==> config.mk <==
export PLATFORM = sky130hd
export DESIGN_NAME = controlador_display
export DESIGN_NICKNAME = d
export VERILOG_FILES = /design/src/rtl/controlador_display_pkg.sv /design/src/rtl/decodificador_7seg.sv /design/src/rtl/controlador_display.sv
export SDC_FILE = /design/constraint.sdc
export NUM_CORES = 1
export LEC_CHECK = 0
export ABC_CLOCK_PERIOD_IN_PS = 3600
export BUFFER_PORTS_ARGS = -buffer_cell sky130_fd_sc_hd__buf_4
export CORE_MARGIN = 10
export CORE_UTILIZATION = 46
export DETAILED_ROUTE_END_ITERATION = 8
export PLACE_DENSITY = 0.66
export RECOVER_POWER = 100
export SETUP_SLACK_MARGIN = 0.3
export SLEW_MARGIN = 10
export SYNTH_ARGS = -nofsm -noshare
export SYNTH_HDL_FRONTEND = slang
export SYNTH_SLANG_ARGS = --single-unit
==> constraint.sdc <==
create_clock -name CLOCK_50 -period 3.6 [get_ports CLOCK_50]
set_clock_uncertainty 0.05 [all_clocks]
set_input_delay 0.54 -clock CLOCK_50 [delete_from_list [all_inputs] [get_ports CLOCK_50]]
set_output_delay 0.54 -clock CLOCK_50 [all_outputs]
set_load 0.005 [all_outputs]
==> src/rtl/controlador_display_pkg.sv <==
// Shared types and constants for the multiplexed 7-segment scan controller.
// The HEX_AN dark value is sliced from an 8-bit all-ones constant to N_DIG bits.
package controlador_display_pkg;

    typedef enum logic [1:0] {
        ST_OFF    = 2'd0,
        ST_COMMIT = 2'd1,
        ST_BLANK  = 2'd2,
        ST_SHOW   = 2'd3
    } estado_t;

    localparam logic [6:0] SEG_BLANK = 7'b1111111;

    localparam int N_DIG_MAX = 8;
    localparam logic [N_DIG_MAX-1:0] AN_DARK_MAX = '1;

endpackage

==> src/rtl/decodificador_7seg.sv <==
// Combinational hex to 7-segment decoder, active-low outputs {g,f,e,d,c,b,a}.
module decodificador_7seg
    import controlador_display_pkg::*;
(
    input  logic [3:0] nibble,
    output logic [6:0] seg
);

    always_comb begin
        seg = SEG_BLANK;
        case (nibble)
            4'h0: seg = 7'b1000000;
            4'h1: seg = 7'b1111001;
            4'h2: seg = 7'b0100100;
            4'h3: seg = 7'b0110000;
            4'h4: seg = 7'b0011001;
            4'h5: seg = 7'b0010010;
            4'h6: seg = 7'b0000010;
            4'h7: seg = 7'b1111000;
            4'h8: seg = 7'b0000000;
            4'h9: seg = 7'b0010000;
            4'hA: seg = 7'b0001000;
            4'hB: seg = 7'b0000011;
            4'hC: seg = 7'b1000110;
            4'hD: seg = 7'b0100001;
            4'hE: seg = 7'b0000110;
            4'hF: seg = 7'b0001110;
            default: seg = SEG_BLANK;
        endcase
    end

endmodule

==> src/rtl/controlador_display.sv <==
// Scan controller for an N_DIG common-anode display with frame-synchronous digit commit.
// Optional leading-zero blanking is enabled with `define DISPLAY_ZERO_SUPPRESS_EN.
//
// state     | meaning
// ----------+---------------------------------------------------------------
// ST_OFF    | display dark, waiting for en
// ST_COMMIT | shadow copied to active at cycle end, frame pulse, writes stalled
// ST_BLANK  | GAP dark cycles before the next digit
// ST_SHOW   | digit k lit for DIV cycles
module controlador_display
    import controlador_display_pkg::*;
#(
    parameter int N_DIG = 4,
    parameter int DIV   = 50000,
    parameter int GAP   = 16
) (
    input  logic                      CLOCK_50,
    input  logic                      rst_n,
    input  logic                      en,
    input  logic                      wr_valid,
    output logic                      wr_ready,
    input  logic [$clog2(N_DIG)-1:0]  wr_idx,
    input  logic [3:0]                wr_data,
    output logic [6:0]                HEX_SEG,
    output logic [N_DIG-1:0]          HEX_AN,
    output logic                      frame
);

    localparam int IDX_W = $clog2(N_DIG);
    localparam int DIV_W = (DIV > 1) ? $clog2(DIV) : 1;
    localparam int GAP_W = (GAP > 1) ? $clog2(GAP) : 1;

    localparam logic [N_DIG-1:0] AN_DARK  = AN_DARK_MAX[N_DIG-1:0];
    localparam logic [IDX_W-1:0] K_LAST   = IDX_W'(N_DIG - 1);
    localparam logic [DIV_W-1:0] DIV_LOAD = DIV_W'(DIV - 1);
    localparam logic [GAP_W-1:0] GAP_LOAD = GAP_W'(GAP - 1);

    estado_t          state_q, state_d;
    logic [IDX_W-1:0] k_q, k_d;
    logic [DIV_W-1:0] show_cnt_q, show_cnt_d;
    logic [GAP_W-1:0] blank_cnt_q, blank_cnt_d;
    logic [3:0]       shadow_q [N_DIG];
    logic [3:0]       shadow_d [N_DIG];
    logic [3:0]       active_q [N_DIG];
    logic [3:0]       active_d [N_DIG];
    logic [6:0]       seg_q, seg_d, seg_dec;
    logic [N_DIG-1:0] an_q, an_d;
    logic             frame_q, frame_d;
    logic             ready_q, ready_d;
    logic             wr_fire;
    logic             suppress;
    logic [3:0]       dig_sel;

    assign wr_fire = wr_valid & ready_q;

    always_ff @(posedge CLOCK_50) begin
        if (!rst_n) begin
            state_q     <= ST_OFF;
            k_q         <= '0;
            show_cnt_q  <= '0;
            blank_cnt_q <= '0;
            shadow_q    <= '{default: '0};
            active_q    <= '{default: '0};
            seg_q       <= SEG_BLANK;
            an_q        <= AN_DARK;
            frame_q     <= 1'b0;
            ready_q     <= 1'b1;
        end else begin
            state_q     <= state_d;
            k_q         <= k_d;
            show_cnt_q  <= show_cnt_d;
            blank_cnt_q <= blank_cnt_d;
            shadow_q    <= shadow_d;
            active_q    <= active_d;
            seg_q       <= seg_d;
            an_q        <= an_d;
            frame_q     <= frame_d;
            ready_q     <= ready_d;
        end
    end

    always_comb begin
        state_d     = state_q;
        k_d         = k_q;
        show_cnt_d  = show_cnt_q;
        blank_cnt_d = blank_cnt_q;
        shadow_d    = shadow_q;
        active_d    = active_q;

        // Indices beyond N_DIG match no entry, so such writes are accepted and dropped.
        if (wr_fire) begin
            for (int i = 0; i < N_DIG; i++) begin
                if (wr_idx == IDX_W'(i)) shadow_d[i] = wr_data;
            end
        end

        if (state_q == ST_COMMIT) active_d = shadow_q;

        if (!en) begin
            state_d     = ST_OFF;
            k_d         = '0;
            show_cnt_d  = '0;
            blank_cnt_d = '0;
        end else begin
            case (state_q)
                ST_OFF: state_d = ST_COMMIT;
                ST_COMMIT: begin
                    state_d     = ST_BLANK;
                    k_d         = '0;
                    blank_cnt_d = GAP_LOAD;
                end
                ST_BLANK: begin
                    if (blank_cnt_q == '0) begin
                        state_d    = ST_SHOW;
                        show_cnt_d = DIV_LOAD;
                    end else begin
                        blank_cnt_d = blank_cnt_q - 1'b1;
                    end
                end
                ST_SHOW: begin
                    if (show_cnt_q == '0) begin
                        if (k_q == K_LAST) begin
                            state_d = ST_COMMIT;
                        end else begin
                            state_d     = ST_BLANK;
                            k_d         = k_q + 1'b1;
                            blank_cnt_d = GAP_LOAD;
                        end
                    end else begin
                        show_cnt_d = show_cnt_q - 1'b1;
                    end
                end
                default: state_d = ST_OFF;
            endcase
        end
    end

    // Outputs are computed from next-state values so they update on the same edge as the FSM.
    assign dig_sel = active_d[k_d];

    decodificador_7seg u_dec (
        .nibble (dig_sel),
        .seg    (seg_dec)
    );

    always_comb begin
        suppress = 1'b0;
`ifdef DISPLAY_ZERO_SUPPRESS_EN
        suppress = (k_d != '0);
        for (int i = 0; i < N_DIG; i++) begin
            if ((IDX_W'(i) >= k_d) && (active_d[i] != 4'd0)) suppress = 1'b0;
        end
`endif
        frame_d = (state_d == ST_COMMIT);
        ready_d = (state_d != ST_COMMIT);
        an_d    = AN_DARK;
        seg_d   = SEG_BLANK;
        if (state_d == ST_SHOW) begin
            an_d  = ~(N_DIG'(1) << k_d);
            seg_d = suppress ? SEG_BLANK : seg_dec;
        end
    end

    assign HEX_SEG  = seg_q;
    assign HEX_AN   = an_q;
    assign frame    = frame_q;
    assign wr_ready = ready_q;

endmodule

==> reports/metrics.cfg, run 1 <==
[run_status]
outcome = finished, final reports clean

[timing]
tightest_slew_ns = 0.819
rsz0062_at_grt = no
hold_viol = 0
setup_viol = 0
post-route-period-util_pct = 90.2
slew-limit-headroom_pct = 45.0
layout_min_cycle_time_ns = 3.25
max_freq_mhz = 308
slew_viol_final = 0
setup-tns-final_ns = 0

[drt]
route.detailed.drc = 0
wl_per_cell_um = 13.9
via_per_inst = 5.31
vias = 2609
ant_nets = 0
dr.pass1.iters = 5
drt_iter0_drc = 73
routed_wl_mm = 6.82

[worst_setup_path]
worstPathMaxFanout = 4
reg2reg_depth = 13
worstSetupPathType = flop to flop
startpoint_type = flop
end_kind = flop
cp.arrival_ns = 3.38
cp.required_ns = 3.73

[yosys]
synth_seq_cells = 69
synth-async-reset-ratio_pct = 0
syn_avg_cell_area_um2 = 9.02
synthFlopType = dfxtp_1
synth_nets = 379
synth_edf_count = 0
yosysWarnings = 0
synthCells = 360
syn_area_um2 = 3250
synth_cell_types = 49
yosysSeqAreaShare_pct = 42.6

[global_routing]
grt_antenna_before_repair = 0
track_usage_pct = 12.3
grt-ovfl-total = 0
grt_max_degree = 36
grt_pass1_vias = 2480
grt_pass1_wl_mm = 11.5

[placed_design]
hpwl_mm = 4.89
gp_congestion = 0.806
portBuffers = 22

[job]
maxCapViolations = 0

[floorplan]
start_util_pct = 47.5
die_x_um = 104
ios = 23
die_area_um2 = 10800
dieHeight_um = 104
core_um2 = 6830
std_cell_rows = 30

[worst_hold_path]
hold_depth = 2
hold_class = flop to flop

[clock_tree]
clockRootBuffer = clkbuf_8
insertion_delay_ns = 0.35
ctsHoldBuffers = 0
numClockSinks = 69
clockBufferDepth = 2
clkTransAtPathRegs_ns = 0.08
cts.htree.levels = 3
numCtsBuffers = 9
cts_tree = yes

[final_layout]
antenna_cells = 0
drive_above_1_share_pct = 14.2
area_growth_syn_to_layout_pct = 16.2
seq_area_um2 = 1380
n_fill_cell = 633
post-route-util_pct = 55.2
multiInputGateArea_um2 = 1770
nNetsFinal = 409

[power_and_ir_drop]
power_density_nw_per_um2 = 434
p_leak_nw = 1.46
ir_worst_vdd_mv = 0.244

-- state kept, by name, summed over array words and instances (netlist names) --
| signal | cells |
|---|---|
| state_q | 2 |
| shadow_q | 16 |
| active_q | 16 |
| wr_ready | 1 |
| k_q | 2 |
| frame | 1 |
| HEX_SEG | 7 |
| blank_cnt_q | 4 |
| show_cnt_q | 16 |
| HEX_AN | 4 |
-- per-layer routing --
layer  vias up  wire, µm  track usage (%)
li1       1326         -                -
met1      1218      3460             16.7
met2        56      2960             18.0
met3         9       333             4.21
met4         0        67             3.58
met5         -         0                0
-- final timing paths --
check,start,end,slack [ns]
worst max-delay path,show_cnt_q[14],HEX_SEG[5],0.35
worst min-delay path,active_q[10],active_q[10],0.41
worst max register to register,show_cnt_q[14],HEX_SEG[5],0.35
worst min register to register,active_q[10],active_q[10],0.41
-- synth_stat cells, drive strengths merged, types with 2 or more instances --
master,number,share of area (%)
o2111ai,3,0.81
nand2,39,4.5
nor4,4,1.2
inv,13,1.5
xor2,5,1.3
or4b,2,0.62
and3,2,0.39
a211oi,3,0.69
xnor2,9,2.4
nor2b,26,5.0
nand4,5,0.96
dfxtp,69,43
nand4b,2,0.54
and3b,2,0.54
nand2b,4,0.77
or3,5,0.96
o221ai,5,1.3
a21oi,23,3.5
mux2i,27,8.3
a211o,3,0.81
nand3,4,0.62
buf,5,0.85
ha,9,3.5
a21o,2,0.46
nor3,14,2.3
nor2,27,3.1
a21boi,11,2.5
clkbuf,11,1.3
o211ai,2,0.46
or4,2,0.46
and2,3,0.58
o21ai,5,0.77
a31oi,2,0.39
-- cells by family after synthesis --
| kind of cell | Yosys count | share of synthesized area, % |
|---|---|---|
| simple gates | 145 | 23.7 |
| flops | 69 | 42.6 |
| compound gates | 66 | 14.1 |
| buf+inv | 29 | 3.62 |
| mux | 28 | 8.67 |
| xor+xnor | 14 | 3.78 |
| fa+ha+maj | 9 | 3.47 |
-- critical path, stage by stage, from the launching register on --
cell and delay, ns:
dfxtp_1 0.34, or4b_2 0.71, nor4_4 0.22, clkbuf_1 0.29, buf_12 0.15, mux2i_2 0.21
nor3_1 0.10, a211oi_2 0.32, inv_1 0.12, ha_2 0.21, inv_1 0.08, nor2_1 0.05
a21oi_1 0.11, o221ai_1 0.13
-- cell usage in the layout, fill, tap and decap left out, drive strengths merged, types with 9 or more instances in the layout --
master  instances
mux2i          27
nor2           27
nor3           14
buf            18
a21boi         11
a21oi          23
nand2          39
ha              9
inv            13
xnor2           9
dfxtp          69
nor2b          26
clkbuf         28
-- report_power, final --
part / internal [W] / switching, W
clock: 0.000339 / 0.000300
combinational: 0.0000873 / 0.000111
sequential: 0.000784 / 0.0000156
-- layout make-up --
class                      count  share of cell area, %
clock buffer                  11                   3.75
clock inverter                 5                   1.59
inverter                      13                   1.29
multi-input combinational    262                   46.8
sequential                    69                   36.7
tap                           96                   3.19
timing repair buffer          35                   6.70
-- per-stage QoR --
| stage | setup slack [ns] | std cells | hold WS [ns] | cell area (µm²) | total power (W) |
|---|---|---|---|---|---|
| after global placement | 0.308 | 470 | 0.402 | 3530 | 0.00100 |
| after global routing | 0.181 | 491 | 0.434 | 3770 | 0.00171 |
| after CTS | 0.321 | 488 | 0.417 | 3760 | 0.00165 |
| after detailed placement | 0.166 | 470 | 0.408 | 3530 | 0.00101 |
| after floorplan | 0.341 | 360 | 0.390 | 3250 | 0.000950 |
| final | 0.353 | 491 | 0.411 | 3770 | 0.00164 |
-- repair_timing --
| item | in CTS | in global routing |
|---|---|---|
| pin swaps | 1 | 3 |
| resized for setup | 0 | 4 |
| setup buffers | 2 | 3 |
| endpoints found under the setup margin | 6 | 6 |
| hold endpoints to repair | 0 | 0 |
| cloned | 0 | 0 |
No activity file was read; power rests on OpenSTA's default activity.
==> inputs of run 2 (changes only) <==
--- a/config.mk
+++ b/config.mk
@@ -5,6 +5,7 @@
 export SDC_FILE = /design/constraint.sdc
 export NUM_CORES = 1
 export LEC_CHECK = 0
+export ABC_AREA = 1
 export ABC_CLOCK_PERIOD_IN_PS = 3600
 export BUFFER_PORTS_ARGS = -buffer_cell sky130_fd_sc_hd__buf_4
 export CORE_MARGIN = 10
==> run 2 against run 1 <==
Compared with the run above:
- register-to-register slack better by 0.40 ns
- non-clock buffer count down 12
- worst setup slack better by 0.40 ns
- sequential power about the same
- first-iteration DRC count up 78%
- total power up 2.3%
- clock power up 2%
- synthesized cell count up 23%
- global-route usage up 0.69 points
- wire length up 5.2%
- critical path type unchanged
==> reports/metrics.cfg, run 2 <==
[power_and_ir_drop]
power_w = 0.00167  ; +2.3%
switchingPower_w = 0.000475  ; +11%
p_leak_nw = 1.68  ; +15%
power_density_nw_per_um2 = 448  ; +3.2%
ir_worst_vdd_mv = 0.244  ; -0.26%
swShare_pct = 28.4  ; +2.3 points
power.internal_w = 0.00120  ; -0.92%
clockPowerShare_pct = 38.9  ; about the same
p_seq_share_pct = 48.0  ; -0.9 points
power_frac_comb_pct = 13.1  ; +1.0 points

[drt]
route.detailed.drc = 0  ; unchanged
drt_iter0_drc = 130  ; +78%
wl_per_cell_um = 12.5  ; -9.7%
vias = 2860  ; +9.6%
via_per_inst = 5.00  ; -5.9%
dr.pass1.iters = 4  ; -1
routed_wl_mm = 7.18  ; +5.2%
ant_nets = 0  ; unchanged

[yosys]
synth_nets = 462  ; +22%
syn_avg_cell_area_um2 = 7.43  ; -18%
synthMuxAreaShare_pct = 2.43  ; -6.2 points
synthXorXnorAreaFrac_pct = 2.13  ; -1.6 points
yosysSeqAreaShare_pct = 42.0  ; -0.60 points
synth_largest_area_cell = dfxtp_1
syn_area_um2 = 3290  ; +1.4%
synth_common_cells = nor2_1, dfxtp_1, nand2_1, inv_1, o21ai_0
synth-async-reset-ratio_pct = 0  ; unchanged
synth_area_leaders = dfxtp_1, nor2_1, nand2_1
synth_most_common_cell = nor2_1
synth_compound_area_share_pct = 10.7  ; -3.4 points
netlist.area_leader.share_pct = 42.0  ; -0.60 points
synthCells = 443  ; +23%
yosys.area_share.simple_pct = 33.4  ; +9.6 points
synth_edf_count = 0  ; unchanged
synth_seq_cells = 69  ; unchanged
synthFlopType = dfxtp_1
yosysWarnings = 0  ; unchanged
synth_cell_types = 37  ; -24%
synth_fa_ha_area_share_pct = 3.42  ; -0.049 points
synth_top_family_by_area = simple AND/OR/NAND/NOR gates

[global_routing]
grt_pass1_vias = 2677  ; +7.9%
grt_pass1_wl_mm = 12.1  ; +5.3%
grt-ovfl-total = 0  ; unchanged
grt_antenna_before_repair = 0  ; unchanged
track_usage_pct = 13.0  ; +0.69 points
grt_max_degree = 20  ; -44%

[clock_tree]
clockBufferDepth = 2  ; unchanged
cts.htree.levels = 3  ; unchanged
cts_tree = yes
ctsHoldBuffers = 0  ; unchanged
cts_resized = 0  ; unchanged
numCtsBuffers = 9  ; unchanged
clockRootBuffer = clkbuf_8
numClockSinks = 69  ; unchanged
clkTransAtPathRegs_ns = 0.08  ; about the same
insertion_delay_ns = 0.35  ; about the same
postCtsSetupRepairBufs = 0  ; -2

[placed_design]
hpwl_mm = 5.44  ; +11%
dpl.cell_count = 556  ; +18%
preCtsSetupSlack_ns = 1.02  ; +0.852 ns
gp_congestion = 0.879  ; +9.0%
portBuffers = 22  ; unchanged

[floorplan]
start_util_pct = 47.9  ; +0.41 points
dieHeight_um = 105  ; +0.57%
core_um2 = 6870  ; +0.55%
die_area_um2 = 10900  ; +1.1%
ios = 23  ; unchanged
std_cell_rows = 30  ; unchanged
die_x_um = 105  ; +0.57%

[final_layout]
area_growth_syn_to_layout_pct = 13.6
drive_above_1_share_pct = 14.3  ; +0.11 points
layout_common_cells = nor2_1, dfxtp_1, nand2_1
n_fill_cell = 676  ; +6.8%
final_common_cell = nor2_1
final_cells = 572  ; +16%
multiInputGateArea_um2 = 1700  ; -3.9%
antenna_cells = 0  ; unchanged
reg_top3 = active_q x16, shadow_q x16, show_cnt_q x16
nNetsFinal = 490  ; +20%
seq_area_um2 = 1380  ; about the same

[timing]
rsz0062_at_grt = no
slew-limit-headroom_pct = 36.7  ; -8.3 points
finalWorstSetupSlack_ns = 0.752  ; +0.399 ns
whs_ns = 0.409  ; -0.00250 ns
setup_viol = 0  ; unchanged
post-route-period-util_pct = 79.1  ; -11 points
layout_min_cycle_time_ns = 2.85  ; -0.399 ns
max_freq_mhz = 351  ; +14%
hold_viol = 0  ; unchanged
tightest_slew_ns = 0.945  ; +0.127 ns
slew_viol_final = 0  ; unchanged
setup-tns-final_ns = 0  ; unchanged

[worst_setup_path]
worstSetupPathType = flop to flop
reg2reg_depth = 11  ; -2
reg2reg_from = show_cnt_q[0]
cp.required_ns = 3.79  ; +0.06 ns
r2r-end = show_cnt_q[5]
worstPathMaxFanout = 15  ; +11
end_kind = flop
startpoint_type = flop
r2r_setup_slack_ns = 0.75  ; +0.40 ns
cp.arrival_ns = 3.04  ; -0.34 ns

[worst_hold_path]
hold_start = wr_data[0]
hold_depth = 3  ; +1
hold_class = input pin to flop
min_to = shadow_q[8]

[run_status]
outcome = finished, final reports clean

[job]
maxCapViolations = 0  ; unchanged

## run 2: changes by cell type after synthesis, sizes merged, moves of 6 or more
cell / change
inv: +29
o21ai: +33
xnor2: -6
nand3b: +6
nor2b: -26
nand3: +20
nand2: +36
nor2: +72
a21boi: -11
or2: +9
clkbuf: -6
mux2i: -19
## run 2: final cells by class
| class | count | share of cell area [%] |
|---|---|---|
| Clock buffer | 9 | 3.31 |
| Clock inverter | 7 | 2.18 |
| Inverter | 44 | 4.55 |
| Multi-Input combinational cell | 324 | 45.4 |
| Sequential cell | 69 | 36.9 |
| Tap cell | 96 | 3.21 |
| Timing Repair Buffer | 23 | 4.42 |
## run 2: power groups by stage
stage | clock (W) | combinational [W] | sequential, W
after detailed placement | 0 | 0.000221 | 0.000821
after global routing | 0.000698 | 0.000249 | 0.000806
after floorplan | 0 | 0.000171 | 0.000817
after global placement | 0 | 0.000219 | 0.000821
after CTS | 0.000666 | 0.000222 | 0.000803
final | 0.000652 | 0.000219 | 0.000803
## run 2: worst max path at each step
stage | from | endpoint | slack, ns | depth (start not counted)
floorplan | show_cnt_q[0] | HEX_SEG[0] | 1.29 | 16
global placement | show_cnt_q[0] | HEX_SEG[3] | 1.12 | 15
detailed placement | show_cnt_q[0] | HEX_SEG[0] | 1.02 | 16
CTS | show_cnt_q[0] | HEX_SEG[0] | 1.01 | 16
global route | show_cnt_q[0] | show_cnt_q[5] | 0.39 | 12
finish | show_cnt_q[0] | show_cnt_q[5] | 0.75 | 11
## run 2: logic make-up after synthesis
| kind of cell | after synthesis |
|---|---|
| buffers and inverters | 50 |
| AO/OA/AOI/OAI | 64 |
| flip-flops | 69 |
| AND/OR/NAND/NOR | 235 |
| multiplexers | 8 |
| adder cells (fa/ha/maj) | 9 |
| XOR/XNOR | 8 |
## run 2: through the flow
step	util, %	area [µm²]
2_1_floorplan	-	3290
3_3_place_gp	51.8	3560
3_5_place_dp	51.8	3560
4_1_cts	54.8	3760
5_1_grt	54.4	3740
6_report	54.4	3740
## run 2: routing by layer
metal / vias to the layer above / track usage [%] / share of wire [%]
li1: 1497 / - / -
met1: 1309 / 17.1 / 52
met2: 48 / 19.7 / 44
met3: 6 / 4.30 / 3.9
met4: 0 / 4.31 / 0.74
met5: - / 0 / 0
## run 2: worst max-delay path, stage by stage (launching register included)
cell      delay [ns]
dfxtp_1         0.35
inv_1           0.12
ha_1            0.16
nand2_1         0.05
nor2_1          0.30
a21oi_1         0.17
nor2_1          0.74
inv_2           0.23
nand3_1         0.18
or2_0           0.18
o21bai_1        0.07
and3_1          0.14
==> inputs of run 3 (changes only) <==
--- a/config.mk
+++ b/config.mk
@@ -6,7 +6,7 @@
 export NUM_CORES = 1
 export LEC_CHECK = 0
 export ABC_AREA = 1
-export ABC_CLOCK_PERIOD_IN_PS = 3600
+export ABC_CLOCK_PERIOD_IN_PS = 2400
 export BUFFER_PORTS_ARGS = -buffer_cell sky130_fd_sc_hd__buf_4
 export CORE_MARGIN = 10
 export CORE_UTILIZATION = 46
==> constraint.sdc (replaced) <==
create_clock -name CLOCK_50 -period 2.4 [get_ports CLOCK_50]
set_clock_uncertainty 0.05 [all_clocks]
set_input_delay 0.36 -clock CLOCK_50 [delete_from_list [all_inputs] [get_ports CLOCK_50]]
set_output_delay 0.36 -clock CLOCK_50 [all_outputs]
set_load 0.005 [all_outputs]
==> run 3 against run 2 <==
Compared with the run above:
- worst setup slack got worse by 0.67 ns
- utilization increased by 7.8 points
- critical path depth increased by 4
- sequential power increased by 49%
- via count increased by 5.1%
- design area increased by 14%
- highest routed layer unchanged
- clock power increased by 66%
- total power increased by 60%
- sequential cell count unchanged
- final cell count increased by 5.9%
- non-clock buffer count increased by 34
==> reports/metrics.cfg, run 3 (synthesis gave the netlist of run 2 again) <==
[run_status]
outcome = finished, final reports clean

[final_layout]
reg_top3 = active_q x16, shadow_q x16, show_cnt_q x16
nNetsFinal = 524  ; +6.9%
layout_common_cells = nor2_1, dfxtp_1, nand2_1
drive_above_1_share_pct = 28.2  ; +14 points
antenna_cells = 0  ; unchanged
final_cells = 606  ; +5.9%
final_common_cell = nor2_1
area_growth_syn_to_layout_pct = 29.9

[timing]
hold_viol = 0  ; unchanged
tightest_slew_ns = 0.522  ; -0.423 ns
setup_viol = 0  ; unchanged
max_freq_mhz = 432  ; +23%
post-route-period-util_pct = 96.6  ; +17 points
setup-tns-final_ns = 0  ; unchanged
slew_viol_final = 0  ; unchanged
layout_min_cycle_time_ns = 2.32  ; -0.531 ns
rsz0062_at_grt = yes
slew-limit-headroom_pct = 64.9  ; +28 points

[worst_setup_path]
cp.arrival_ns = 2.56  ; -0.48 ns
worstSetupPathType = flop to flop
worstPathMaxFanout = 5  ; -10
startpoint_type = flop
end_kind = flop
cp.required_ns = 2.64  ; -1.15 ns

[placed_design]
gp_congestion = 0.919  ; +4.5%
hpwl_mm = 5.60  ; +2.8%
portBuffers = 22  ; unchanged
dpl.cell_count = 571  ; +2.7%

[worst_hold_path]
hold_class = input pin to flop

[floorplan]
core_um2 = 6870  ; unchanged
ios = 23  ; unchanged
std_cell_rows = 30  ; unchanged
die_x_um = 105  ; unchanged
dieHeight_um = 105  ; unchanged
start_util_pct = 47.9  ; unchanged
die_area_um2 = 10900  ; unchanged

[power_and_ir_drop]
clockPowerShare_pct = 40.3  ; +1.4 points
power_density_nw_per_um2 = 628  ; +40%
ir_worst_vdd_mv = 0.396  ; +62%
power_frac_comb_pct = 14.9  ; +1.8 points
power.internal_w = 0.00194  ; +62%
p_leak_nw = 1.92  ; +14%
p_seq_share_pct = 44.7  ; -3.3 points
switchingPower_w = 0.000744  ; +57%
swShare_pct = 27.7  ; -0.69 points

[drt]
routed_wl_mm = 7.98  ; +11%
vias = 3005  ; +5.1%
ant_nets = 0  ; unchanged
dr.pass1.iters = 4  ; unchanged
drt_iter0_drc = 120  ; -7.7%
wl_per_cell_um = 13.2  ; +4.9%
route.detailed.drc = 0  ; unchanged
via_per_inst = 4.96  ; -0.83%

[global_routing]
grt_pass1_wl_mm = 13.6  ; +12%
grt_antenna_before_repair = 0  ; unchanged
grt_max_degree = 20  ; unchanged
grt_pass1_vias = 2960  ; +11%
grt-ovfl-total = 0  ; unchanged
track_usage_pct = 14.6  ; +1.6 points

[clock_tree]
clockBufferDepth = 2  ; unchanged
clockRootBuffer = clkbuf_8
cts_tree = yes
clkTransAtPathRegs_ns = 0.08  ; about the same
insertion_delay_ns = 0.35  ; about the same
cts.htree.levels = 3  ; unchanged
numCtsBuffers = 9  ; unchanged
numClockSinks = 69  ; unchanged

[job]
maxCapViolations = 0  ; unchanged

==> run 3: cell count changes in the layout (fill, tap and decap cells not counted), moves of 5 or more <==
cell / change
buf_4: +28
nand2_2: +5
dfxtp_2: +8
dfxtp_1: -10
ha_1: -5
nor2_1: -11
nand3_1: -6
ha_4: +5
nor2_4: +11
nand2_1: -7
nand3_2: +6
==> run 3: per-stage QoR <==
stage	hold WS (ns)	setup slack [ns]	util (%)	cell area [µm²]	total power (W)
2_1_floorplan	0.381	0.244	-	3390	0.00149
3_3_place_gp	0.404	0.123	55.1	3790	0.00159
3_5_place_dp	0.413	0.0790	55.1	3790	0.00160
4_1_cts	0.208	0.157	61.3	4210	0.00270
5_1_grt	0.219	-0.0666	62.3	4280	0.00281
6_report	0.219	0.0828	62.3	4280	0.00269
==> run 3: repair_timing <==
item                                    CTS  global route
setup buffers                            15             4
endpoints found under the setup margin    7            15
hold buffers                              0             0
pin swaps                                20            12
gates resized for setup                  18            22
==> run 3: power by group through the flow <==
stage	Sequential (W)	Clock [W]	Combinational [W]
final	0.00120	0.00108	0.000402
after detailed placement	0.00123	0	0.000366
after CTS	0.00120	0.00111	0.000393
after floorplan	0.00123	0	0.000268
after global placement	0.00123	0	0.000362
after global routing	0.00121	0.00115	0.000451
==> run 3: layer usage <==
| layer | wire length, µm | global-route usage (%) |
|---|---|---|
| met5 | 0 | 0 |
| met1 | 3860 | 18.6 |
| met2 | 3660 | 22.5 |
| met4 | 138 | 7.35 |
| met3 | 327 | 3.69 |
==> run 3: worst paths after layout <==
check | from | endpoint | slack, ns | cells after the start
hold reg to reg | blank_cnt_q[0] | blank_cnt_q[0] | 0.44 | 1
hold / removal | wr_data[1] | shadow_q[5] | 0.22 | 3
setup reg to reg | show_cnt_q[6] | HEX_SEG[3] | 0.08 | 15
setup / recovery | show_cnt_q[6] | HEX_SEG[3] | 0.08 | 15
==> run 3: final cells by class <==
cell class	count	area, µm²
timing repair buffer	57	445
multi-input combinational	324	1910
fill	641	2590
clock inverter	7	103
sequential	69	1400
clock buffer	9	124
tap	96	120
inverter	44	175
==> run 3: worst max-delay path: stages, from the launching register on <==
cell	delay, ns
dfxtp_2	0.35
nor2_4	0.13
nand2_2	0.09
nor2_4	0.17
nand3_4	0.12
a21oi_4	0.23
nand2_2	0.11
nand3b_1	0.12
nand3_2	0.09
nor2_4	0.22
buf_12	0.14
ha_4	0.13
nand3_2	0.10
nand3_1	0.09
nand2_1	0.06
nand2_1	0.05
